File: src/rtl/dcache_pkg.sv
// ============================================================================
//  Module      : dcache_pkg
//  Description : Shared geometry constants and FSM state encoding for the
//                byte-wide direct-mapped data cache.
//  Revision    : 1.0 - initial release
// ============================================================================
`default_nettype none

package dcache_pkg;

    localparam int LINES       = 8;
    localparam int BLOCK_BYTES = 4;
    localparam int ADDR_W      = 8;
    localparam int IDX_W       = $clog2(LINES);
    localparam int OFF_W       = $clog2(BLOCK_BYTES);
    localparam int TAG_W       = ADDR_W - IDX_W - OFF_W;

    typedef enum logic [2:0] {
        S_IDLE     = 3'd0,
        S_WB_REQ   = 3'd1,
        S_WB_GAP   = 3'd2,
        S_FILL_REQ = 3'd3,
        S_FILL_GAP = 3'd4,
        S_UPDATE   = 3'd5
    } state_e;

endpackage

`default_nettype wire

File: src/rtl/dcache_line_array.sv
// ============================================================================
//  Module      : dcache_line_array
//  Description : Valid/dirty/tag/data storage, combinational read port and a
//                synchronous single-byte or whole-line write port.
//  Revision    : 1.0 - initial release
// ============================================================================
`default_nettype none

module dcache_line_array
    import dcache_pkg::*;
#(
    parameter int LINES       = 8,
    parameter int BLOCK_BYTES = 4,
    parameter int TAG_W       = 3,
    localparam int IDX_W      = $clog2(LINES),
    localparam int OFF_W      = $clog2(BLOCK_BYTES),
    localparam int LINE_W     = 8 * BLOCK_BYTES
) (
    input  logic              clock,
    input  logic              reset,
    input  logic [IDX_W-1:0]  index_i,
    output logic              valid_o,
    output logic              dirty_o,
    output logic [TAG_W-1:0]  tag_o,
    output logic [LINE_W-1:0] line_o,
    input  logic              byte_we_i,
    input  logic [OFF_W-1:0]  offset_i,
    input  logic [7:0]        byte_i,
    input  logic              line_we_i,
    input  logic [TAG_W-1:0]  line_tag_i,
    input  logic [LINE_W-1:0] line_i
);

    logic [LINES-1:0]  valid_q;
    logic [LINES-1:0]  dirty_q;
    logic [TAG_W-1:0]  tag_q  [LINES];
    logic [LINE_W-1:0] data_q [LINES];

    always_ff @(posedge clock or posedge reset) begin
        if (reset) begin
            valid_q <= '0;
            dirty_q <= '0;
        end else if (line_we_i) begin
            valid_q[index_i] <= 1'b1;
            dirty_q[index_i] <= 1'b0;
        end else if (byte_we_i) begin
            dirty_q[index_i] <= 1'b1;
        end
    end

    // Tags and data are left unreset; valid gates every use of them.
    always_ff @(posedge clock) begin
        if (line_we_i) begin
            tag_q[index_i]  <= line_tag_i;
            data_q[index_i] <= line_i;
        end else if (byte_we_i) begin
            data_q[index_i][{offset_i, 3'b000} +: 8] <= byte_i;
        end
    end

    assign valid_o = valid_q[index_i];
    assign dirty_o = dirty_q[index_i];
    assign tag_o   = tag_q[index_i];
    assign line_o  = data_q[index_i];

endmodule

`default_nettype wire

File: src/rtl/dcache_byte_ctrl.sv
// ============================================================================
//  Module      : dcache_byte_ctrl
//  Description : Direct-mapped write-back cache; blocks move as byte beats.
//                Optional macro DCACHE_STATS_EN adds hit/miss counters.
//  Revision    : 1.0 - initial release
// ============================================================================
`default_nettype none

module dcache_byte_ctrl
    import dcache_pkg::*;
#(
    parameter int LINES       = 8,
    parameter int BLOCK_BYTES = 4,
    parameter int ADDR_W      = 8,
    localparam int IDX_W      = $clog2(LINES),
    localparam int OFF_W      = $clog2(BLOCK_BYTES),
    localparam int TAG_W      = ADDR_W - IDX_W - OFF_W,
    localparam int LINE_W     = 8 * BLOCK_BYTES
) (
    input  logic              clock,
    input  logic              reset,
    input  logic              cpu_read,
    input  logic              cpu_write,
    input  logic [ADDR_W-1:0] cpu_address,
    input  logic [7:0]        cpu_writedata,
    output logic [7:0]        cpu_readdata,
    output logic              cpu_busywait,
    output logic              mem_read,
    output logic              mem_write,
    output logic [ADDR_W-1:0] mem_address,
    output logic [7:0]        mem_writedata,
    input  logic [7:0]        mem_readdata,
    input  logic              mem_busywait
`ifdef DCACHE_STATS_EN
    ,
    output logic [15:0]       hit_count,
    output logic [15:0]       miss_count
`endif
);

    state_e              state_q, state_d;
    logic [OFF_W-1:0]    beat_q, beat_d;
    logic                mem_read_q, mem_read_d;
    logic                mem_write_q, mem_write_d;
    logic [ADDR_W-1:0]   mem_address_q, mem_address_d;
    logic [7:0]          mem_wdata_q, mem_wdata_d;
    logic [LINE_W-1:0]   fill_q;

    logic [TAG_W-1:0]    w_tag;
    logic [IDX_W-1:0]    w_idx;
    logic [OFF_W-1:0]    w_off;
    logic                w_valid, w_dirty, w_req, w_hit, w_last_beat;
    logic [TAG_W-1:0]    w_vtag;
    logic [LINE_W-1:0]   w_line;

    assign w_tag       = cpu_address[ADDR_W-1 -: TAG_W];
    assign w_idx       = cpu_address[OFF_W +: IDX_W];
    assign w_off       = cpu_address[OFF_W-1:0];
    assign w_req       = cpu_read | cpu_write;
    assign w_hit       = w_valid && (w_vtag == w_tag) && w_req;
    assign w_last_beat = (beat_q == OFF_W'(BLOCK_BYTES - 1));

    dcache_line_array #(
        .LINES       (LINES),
        .BLOCK_BYTES (BLOCK_BYTES),
        .TAG_W       (TAG_W)
    ) u_lines (
        .clock       (clock),
        .reset       (reset),
        .index_i     (w_idx),
        .valid_o     (w_valid),
        .dirty_o     (w_dirty),
        .tag_o       (w_vtag),
        .line_o      (w_line),
        .byte_we_i   ((state_q == S_IDLE) && w_hit && cpu_write),
        .offset_i    (w_off),
        .byte_i      (cpu_writedata),
        .line_we_i   (state_q == S_UPDATE),
        .line_tag_i  (w_tag),
        .line_i      (fill_q)
    );

    assign cpu_busywait  = w_req && !((state_q == S_IDLE) && w_hit);
    assign cpu_readdata  = w_hit ? w_line[{w_off, 3'b000} +: 8] : 8'h00;
    assign mem_read      = mem_read_q;
    assign mem_write     = mem_write_q;
    assign mem_address   = mem_address_q;
    assign mem_writedata = mem_wdata_q;

    always_comb begin
        state_d       = state_q;
        beat_d        = beat_q;
        mem_address_d = mem_address_q;
        mem_wdata_d   = mem_wdata_q;
        case (state_q)
            S_IDLE: begin
                if (w_req && !w_hit) begin
                    beat_d  = '0;
                    state_d = (w_valid && w_dirty) ? S_WB_REQ : S_FILL_REQ;
                end
            end
            S_WB_REQ:   if (!mem_busywait) state_d = S_WB_GAP;
            S_WB_GAP: begin
                if (w_last_beat) begin
                    state_d = S_FILL_REQ;
                    beat_d  = '0;
                end else begin
                    state_d = S_WB_REQ;
                    beat_d  = beat_q + 1'b1;
                end
            end
            S_FILL_REQ: if (!mem_busywait) state_d = S_FILL_GAP;
            S_FILL_GAP: begin
                if (w_last_beat) begin
                    state_d = S_UPDATE;
                end else begin
                    state_d = S_FILL_REQ;
                    beat_d  = beat_q + 1'b1;
                end
            end
            S_UPDATE:   state_d = S_IDLE;
            default:    state_d = S_IDLE;
        endcase

        // Memory requests are registered, so they are derived from the next state.
        mem_write_d = (state_d == S_WB_REQ);
        mem_read_d  = (state_d == S_FILL_REQ);
        if (mem_write_d) begin
            mem_address_d = {w_vtag, w_idx, beat_d};
            mem_wdata_d   = w_line[{beat_d, 3'b000} +: 8];
        end else if (mem_read_d) begin
            mem_address_d = {w_tag, w_idx, beat_d};
        end
    end

    always_ff @(posedge clock or posedge reset) begin
        if (reset) begin
            state_q       <= S_IDLE;
            beat_q        <= '0;
            mem_read_q    <= 1'b0;
            mem_write_q   <= 1'b0;
            mem_address_q <= '0;
            mem_wdata_q   <= 8'h00;
        end else begin
            state_q       <= state_d;
            beat_q        <= beat_d;
            mem_read_q    <= mem_read_d;
            mem_write_q   <= mem_write_d;
            mem_address_q <= mem_address_d;
            mem_wdata_q   <= mem_wdata_d;
        end
    end

    always_ff @(posedge clock) begin
        if ((state_q == S_FILL_REQ) && !mem_busywait) begin
            fill_q[{beat_q, 3'b000} +: 8] <= mem_readdata;
        end
    end

`ifdef DCACHE_STATS_EN
    logic [15:0] hit_count_q, miss_count_q;
    logic        miss_pend_q;

    // The hit that retires a refilled request belongs to its miss, not a new hit.
    always_ff @(posedge clock or posedge reset) begin
        if (reset) begin
            hit_count_q  <= 16'h0000;
            miss_count_q <= 16'h0000;
            miss_pend_q  <= 1'b0;
        end else if (state_q == S_IDLE && w_req) begin
            if (!w_hit) begin
                miss_pend_q <= 1'b1;
                if (miss_count_q != 16'hFFFF) miss_count_q <= miss_count_q + 16'd1;
            end else if (miss_pend_q) begin
                miss_pend_q <= 1'b0;
            end else if (hit_count_q != 16'hFFFF) begin
                hit_count_q <= hit_count_q + 16'd1;
            end
        end
    end

    assign hit_count  = hit_count_q;
    assign miss_count = miss_count_q;
`endif

endmodule

`default_nettype wire

File: config.mk
export PLATFORM = sky130hd
export DESIGN_NAME = dcache_byte_ctrl
export DESIGN_NICKNAME = d
export VERILOG_FILES = /design/src/rtl/dcache_pkg.sv /design/src/rtl/dcache_line_array.sv /design/src/rtl/dcache_byte_ctrl.sv
export SDC_FILE = /design/constraint.sdc
export NUM_CORES = 1
export LEC_CHECK = 0
export ABC_AREA = 1
export BUFFER_PORTS_ARGS = -buffer_cell sky130_fd_sc_hd__buf_4
export CORE_UTILIZATION = 35
export DETAILED_ROUTE_END_ITERATION = 6
export PLACE_DENSITY = 0.49
export SETUP_SLACK_MARGIN = 0.15
export SYNTH_ARGS = -nofsm -noshare
export SYNTH_HDL_FRONTEND = slang
export SYNTH_HIERARCHICAL = 1
export SYNTH_SLANG_ARGS = --single-unit
File: constraint.sdc
create_clock -name clock -period 3.3 [get_ports clock]
set_input_delay 0.495 -clock clock [delete_from_list [all_inputs] [get_ports clock]]
set_output_delay 0.495 -clock clock [all_outputs]
set_load 0.01 [all_outputs]
== After elaboration in Yosys (flattened, before gate mapping) ==
Memory sizes are Yosys's and may differ from the RTL's.
Index checks and enable logic that the tools add are counted.

* Register bits: 71
* RAM bits: 280
* Input bits: 29
* Memories kept: 2

{| class="wikitable"
|+ Memories
! name !! depth !! width !! read ports !! clocked after memory_dff !! write ports !! RTL line !! source
|-
| u_lines.data_q || 8 || 32 || 1 || 0 || 1 || dcache_line_array.sv:37 || <nowiki>logic [LINE_W-1:0] data_q [LINES];</nowiki>
|-
| u_lines.tag_q || 8 || 3 || 1 || 0 || 1 || dcache_line_array.sv:36 || <nowiki>logic [TAG_W-1:0] tag_q [LINES];</nowiki>
|}

* Add/subtract/negate cells: 3
* Order comparisons: 2
* Eq/ne operators: 9
* Shift-type cells: 6
* Muxes and demuxes: 60
* Bitwise logic cells: 37
* Reductions and logical operators: 15

{| class="wikitable"
|+ Operator list
! operator !! count
|-
| $shift 8x7->32 const A || 2
|-
| $shiftx 32x6->8 || 2
|-
| $shiftx 8x7->32 || 2
|-
| $mux 8 || 5
|-
| $mux 1 || 39
|-
| $or 1x1->1 || 33
|-
| $bwmux 32 || 1
|-
| $mux 32 || 1
|-
| $or 8x8->8 || 2
|-
| $pmux 3 s5 || 1
|-
| $neg 5->7 || 2
|-
| $mux 3 || 4
|-
| $mux 2 || 5
|-
| $eq 3x2->1 const B || 3
|-
| $logic_and 1x1->1 || 9
|-
| $and 8x8->8 || 1
|-
| $not 8->8 || 1
|-
| $bmux 1 s3 || 2
|-
| $eq 3x1->1 const B || 2
|-
| $eq 3x3->1 const B || 2
|-
| $pmux 2 s3 || 1
|-
| $lt 3x4->1 const B || 1
|-
| $reduce_bool 2->1 || 2
|-
| $demux 1 s3 || 1
|-
| 6 further kinds || 8
|}

== Longest topological paths before layout ==
* Word-level depth: 11
* Gate-level depth with buffers: 24
* Mapped depth without buffers: 21

== By module ==
Netlist, hierarchy kept.

{| class="wikitable"
|+ Modules (own cells, without submodules)
! module !! times used !! cells each !! area each (µm²) !! sequential area each (µm²)
|-
| dcache_line_array || 1 || 1508 || 13736.9 || 8808.4
|-
| dcache_byte_ctrl || 1 || 386 || 3116.7 || 1536.5
|}

== Least setup slack after synthesis ==
OpenSTA, ideal clock, no wires.

* Path type: input port to flip-flop
* Start: input cpu_address[2]
* End: memory u_lines/data_q[0][10] in the netlist's numbering (enable)
* Setup time: 0.370 ns
* Arrival time: 2.978 ns
* Required time: 2.930 ns
* Slack: -0.048 ns
* Cell stages on the path: 18
* Buffers on the path: 3
* Cells stage by stage: inv_1 buf_2 buf_1 nand2_1 nand3_1 nand2_1 inv_1 nand2_1 nand2_1 nand2_1 nor2_2 nand3_1 nor3b_1 nand2_1 buf_6 nor2_2 nor2_4 nor2_1

* Longest elaborated chain between the ends: 10
* Elaborated cells on any way between the ends: 12
* Those cells by class: 1 x eq/ne; 5 x mux; 1 x bitwise; 4 x reduce/logical; 1 x memory

{| class="wikitable"
|+ Ends and longest elaborated chain
! element !! RTL line !! source
|-
| from (decl) || dcache_byte_ctrl.sv:24 || <nowiki>input logic [ADDR_W-1:0] cpu_address,</nowiki>
|-
| $mem_v2 8x3 || -- ||
|-
| via w_vtag[0] || dcache_byte_ctrl.sv:53 || <nowiki>logic [TAG_W-1:0] w_vtag;</nowiki>
|-
| $eq 3x3->1 || dcache_byte_ctrl.sv:60 || <nowiki>assign w_hit = w_valid && (w_vtag == w_tag) && w_req;</nowiki>
|-
| $logic_and 1x1->1 (2 in series) || dcache_byte_ctrl.sv:60 ||
|-
| $logic_and 1x1->1 (2 in series) || dcache_byte_ctrl.sv:75 || <nowiki>.byte_we_i ((state_q == S_IDLE) && w_hit && cpu_write),</nowiki>
|-
| $mux 1 || dcache_line_array.sv:56 || <nowiki>end else if (byte_we_i) begin</nowiki>
|-
| $mux 1 || dcache_line_array.sv:53 || <nowiki>if (line_we_i) begin</nowiki>
|-
| $mux 32 (implied by the code) || dcache_line_array.sv:57 || <nowiki>data_q[index_i][{offset_i, 3'b000} +: 8] <= byte_i;</nowiki>
|-
| $or 1x1->1 (no source line) || -- ||
|-
| to (decl) || dcache_line_array.sv:37 ||
|}

The timed path passes the listed nets, and every way through them passes these cells. The select of a mux whose other input is x is not followed.

== Worst setup path in the final report ==
* Start: input cpu_address[2]
* End: output cpu_readdata[0]

* Elaborated cells on any way between the ends: 9
* Those cells by class: 1 x eq/ne; 1 x shift; 3 x mux; 2 x reduce/logical; 2 x memory

{| class="wikitable"
|+ RTL lines
! element !! RTL line !! source
|-
| $mem_v2 8x32 || -- ||
|-
| via w_line[16] || dcache_byte_ctrl.sv:54 || <nowiki>logic [LINE_W-1:0] w_line;</nowiki>
|-
| $shiftx 32x6->8 || dcache_byte_ctrl.sv:84 || <nowiki>assign cpu_readdata = w_hit ? w_line[{w_off, 3'b000} +: 8] : 8'h00;</nowiki>
|-
| $mux 8 || dcache_byte_ctrl.sv:84 ||
|-
| to (decl) || dcache_byte_ctrl.sv:26 || <nowiki>output logic [7:0] cpu_readdata,</nowiki>
|}

The timed path passes the listed nets, and every way through them passes these cells. The select of a mux whose other input is x is not followed.

==> results.json <==
{
  "drc_errors": 2,
  "grt_pass1_vias": 11575,
  "ys_top_cells_by_area": "edfxtp_1 (56%), nand2_1 (12%), inv_1 (10%), nand3_1 (6.9%), dfrtp_1 (5.8%)",
  "core-area_mm2": 0.0476,
  "crit_arrival_ps": 2600,
  "clkPwrFrac": 0.368,
  "switching_share": 0.299,
  "grt_overflow": 0,
  "ir_drop_mv": 0.377,
  "synth-seq-cells": 351,
  "startpoint_type": "primary input",
  "worstPathRequired_ps": 2800,
  "final_cell_area_mm2": 0.0202,
  "grt_use_total": 0.191,
  "ys_seq_area_frac": 0.614,
  "dp_slack_ps": -46.5,
  "yosysUniqueCellTypes": 32,
  "dp_hpwl_mm": 32.6,
  "synth_top_area_cell": "edfxtp_1",
  "vias": 12235,
  "clk_pin_slew_ps": 60,
  "leakage_nw": 9.35,
  "synth_top_area_share": 0.556,
  "grt_max_degree": 97,
  "final_max_slew_viol_count": 0,
  "regArea_mm2": 0.0103,
  "layout.nets": 2049,
  "fillers": 4701,
  "synth.most_common_cell": "nand2_1",
  "synthTopCellsByCount": "nand2_1 (560), inv_1 (454), edfxtp_1 (312)",
  "cts_tree": "built",
  "clkLatencyLatePin_ps": 570,
  "ys.flop_type": "edfxtp_1",
  "fin_ws_ps": 207,
  "wl_per_cell_um": 17.5,
  "drt_iter0_markers": 849,
  "violations": "DRC",
  "p_per_area_mw_per_mm2": 602,
  "fin_crit_sh": 0.937,
  "dieArea_mm2": 0.0490,
  "status": "complete, but fails checks",
  "rows": 80,
  "clock.fmax_ghz": 0.323,
  "placed_area_mm2": 0.0189,
  "synth_nets": 1934,
  "yosysWarnings": 6,
  "syn_area_per_cell_um2": 8.90,
  "cap_violations": 0,
  "ios": 56,
  "relSlewSlack": 0.331,
  "cp_max_fo": 96,
  "start_util": 0.354,
  "p_int_mw": 8.53,
  "tightest_slew_ps": 1000,
  "htreeDepth": 2,
  "postSynthCellCount": 1894,
  "drt_wl_total_mm": 46.4,
  "multiInputGateArea_mm2": 0.00457,
  "skew_ps": 18.9,
  "cts-buffers-inserted": 41,
  "place_inst": 2581,
  "synth-edff-count": 312,
  "die_x_um": 221,
  "cts_root_buf": "clkbuf_16",
  "insertedDiodeCount": 0,
  "io_buffers": 55,
  "routabilityCongestion": 0.893,
  "grt_first_pass_wirelength_mm": 70.5,
  "clockBufferDepth": 3,
  "whs_ps": 54.6,
  "rsz0062_at_grt": "true",
  "antenna_found_initial": 0,
  "end_kind": "output pin",
  "path_class": "primary input to output pin",
  "switchingPower_mw": 3.64,
  "die_h_um": 221,
  "hold_path_class": "primary input to asynchronous set/reset pin",
  "hold_violations": 0,
  "min_period_ps": 3090,
  "p_comb_frac": 0.200,
  "drive_above_1_share": 0.138,
  "area_growth_pct": 20.1,
  "clkSinkCount": 351,
  "setup_viol": 0,
  "viasPerCell": 4.61,
  "antenna_left": 0,
  "ys_async_sr_fraction": 0.111,
  "stdcell_count": 2655,
  "drt_first_pass_iters": 7,
  "netlist_area_mm2": 0.0169,
  "pwr-share-seq": 0.432
}
==> power groups by stage <==
stage	Sequential (mW)	Combinational [mW]	Clock, mW
after CTS	5.26	2.45	4.57
after floorplan	5.36	1.49	0
final	5.27	2.43	4.48
after detailed placement	5.35	2.44	0
after global routing	5.29	2.70	4.72
after global placement	5.35	2.44	0
==> critical path, stage by stage <==
cell and delay, ps:
buf_4 120, inv_4 80, buf_4 170, buf_12 230, nand2_1 140, nand3_1 80
nand2_1 90, inv_1 40, nand2_1 140, inv_1 140, a21oi_1 140, o21ai_0 90
a21oi_1 350, buf_4 200
==> state kept, by name, indices dropped and copies added, names as in the netlist, named ones only <==
signal           flops
u_lines/data_q     256
mem_write            1
mem_address          8
state_q              3
mem_writedata        8
fill_q              32
mem_read             1
beat_q               2
u_lines/valid_q      8
u_lines/tag_q       24
==> worst paths after layout <==
kind | start | to | slack, ps | cells past startpoint
min reg2reg | u_lines/valid_q[0] | u_lines/valid_q[0] | 460 | 2
min in group clock | cpu_address[4] | mem_address[4] | 210 | 3
max reg2reg | u_lines/tag_q[6][0] | u_lines/data_q[4][8] | 330 | 17
max in group asynchronous | reset | mem_address[4] | 2500 | 2
max | cpu_address[2] | cpu_readdata[0] | 210 | 14
min | reset | asynchronous set/reset pin | 50 | 2
==> routing by layer <==
| metal | vias up | global-route usage | part of all wire |
|---|---|---|---|
| met1 | 5760 | 0.282 | 0.48 |
| met5 | - | 0.000978 | 0 |
| met3 | 55 | 0.0288 | 0.054 |
| li1 | 6101 | - | - |
| met2 | 319 | 0.290 | 0.44 |
| met4 | 0 | 0.0589 | 0.020 |
==> layout make-up <==
class | instances | share of cell area
Inverter | 465 | 0.0864
Sequential cell | 351 | 0.511
Clock inverter | 23 | 0.0121
Multi-Input combinational cell | 1010 | 0.226
Tap cell | 615 | 0.0380
Timing Repair Buffer | 140 | 0.0729
Clock buffer | 51 | 0.0535
==> cell usage in the layout (no fill, tap or decap), types with 2 or more instances in the layout <==
cell / n
nand2_2: 18
nor2_1: 47
nor3_1: 10
clkbuf_16: 41
nor2_4: 9
ha_1: 11
o22ai_1: 2
inv_2: 10
inv_6: 3
nand2_4: 2
clkinv_8: 2
inv_1: 453
a21oi_1: 26
clkinv_2: 3
clkbuf_8: 2
nand2_1: 556
buf_4: 104
nor2_2: 38
buf_12: 33
o21ai_0: 49
nand3_1: 233
edfxtp_1: 312
clkinv_1: 10
buf_6: 3
clkbuf_1: 8
dfrtp_1: 39
bufinv_16: 4
==> timing repair <==
action / 4_1_cts / 5_1_grt
setup endpoints to repair: 0 / 84
buffers inserted: 0 / 0
hold buffers: 0 / 0
gates resized for setup: 0 / 9
hold endpoints to repair: 0 / 0
==> cell families (layout without fill, tap and decap cells) <==
logic type | count (synthesis) | count (layout) | synth area share
adders and majority gates | 11 | 11 | 0.00817
AOI/OAI and AO/OA | 81 | 81 | 0.0252
and+or+nand+nor | 918 | 918 | 0.230
DFF | 351 | 351 | 0.614
buffers and inverters | 533 | 679 | 0.123
==> metrics by stage <==
stage | setup TNS (ps) | power [mW] | util
2_1_floorplan | 0 | 6.86 | -
3_3_place_gp | -3800 | 7.79 | 0.396
3_5_place_dp | -1950 | 7.80 | 0.396
4_1_cts | 0 | 12.3 | 0.424
5_1_grt | 0 | 12.7 | 0.425
6_report | 0 | 12.2 | 0.425
No activity file was read; power rests on OpenSTA's default activity.
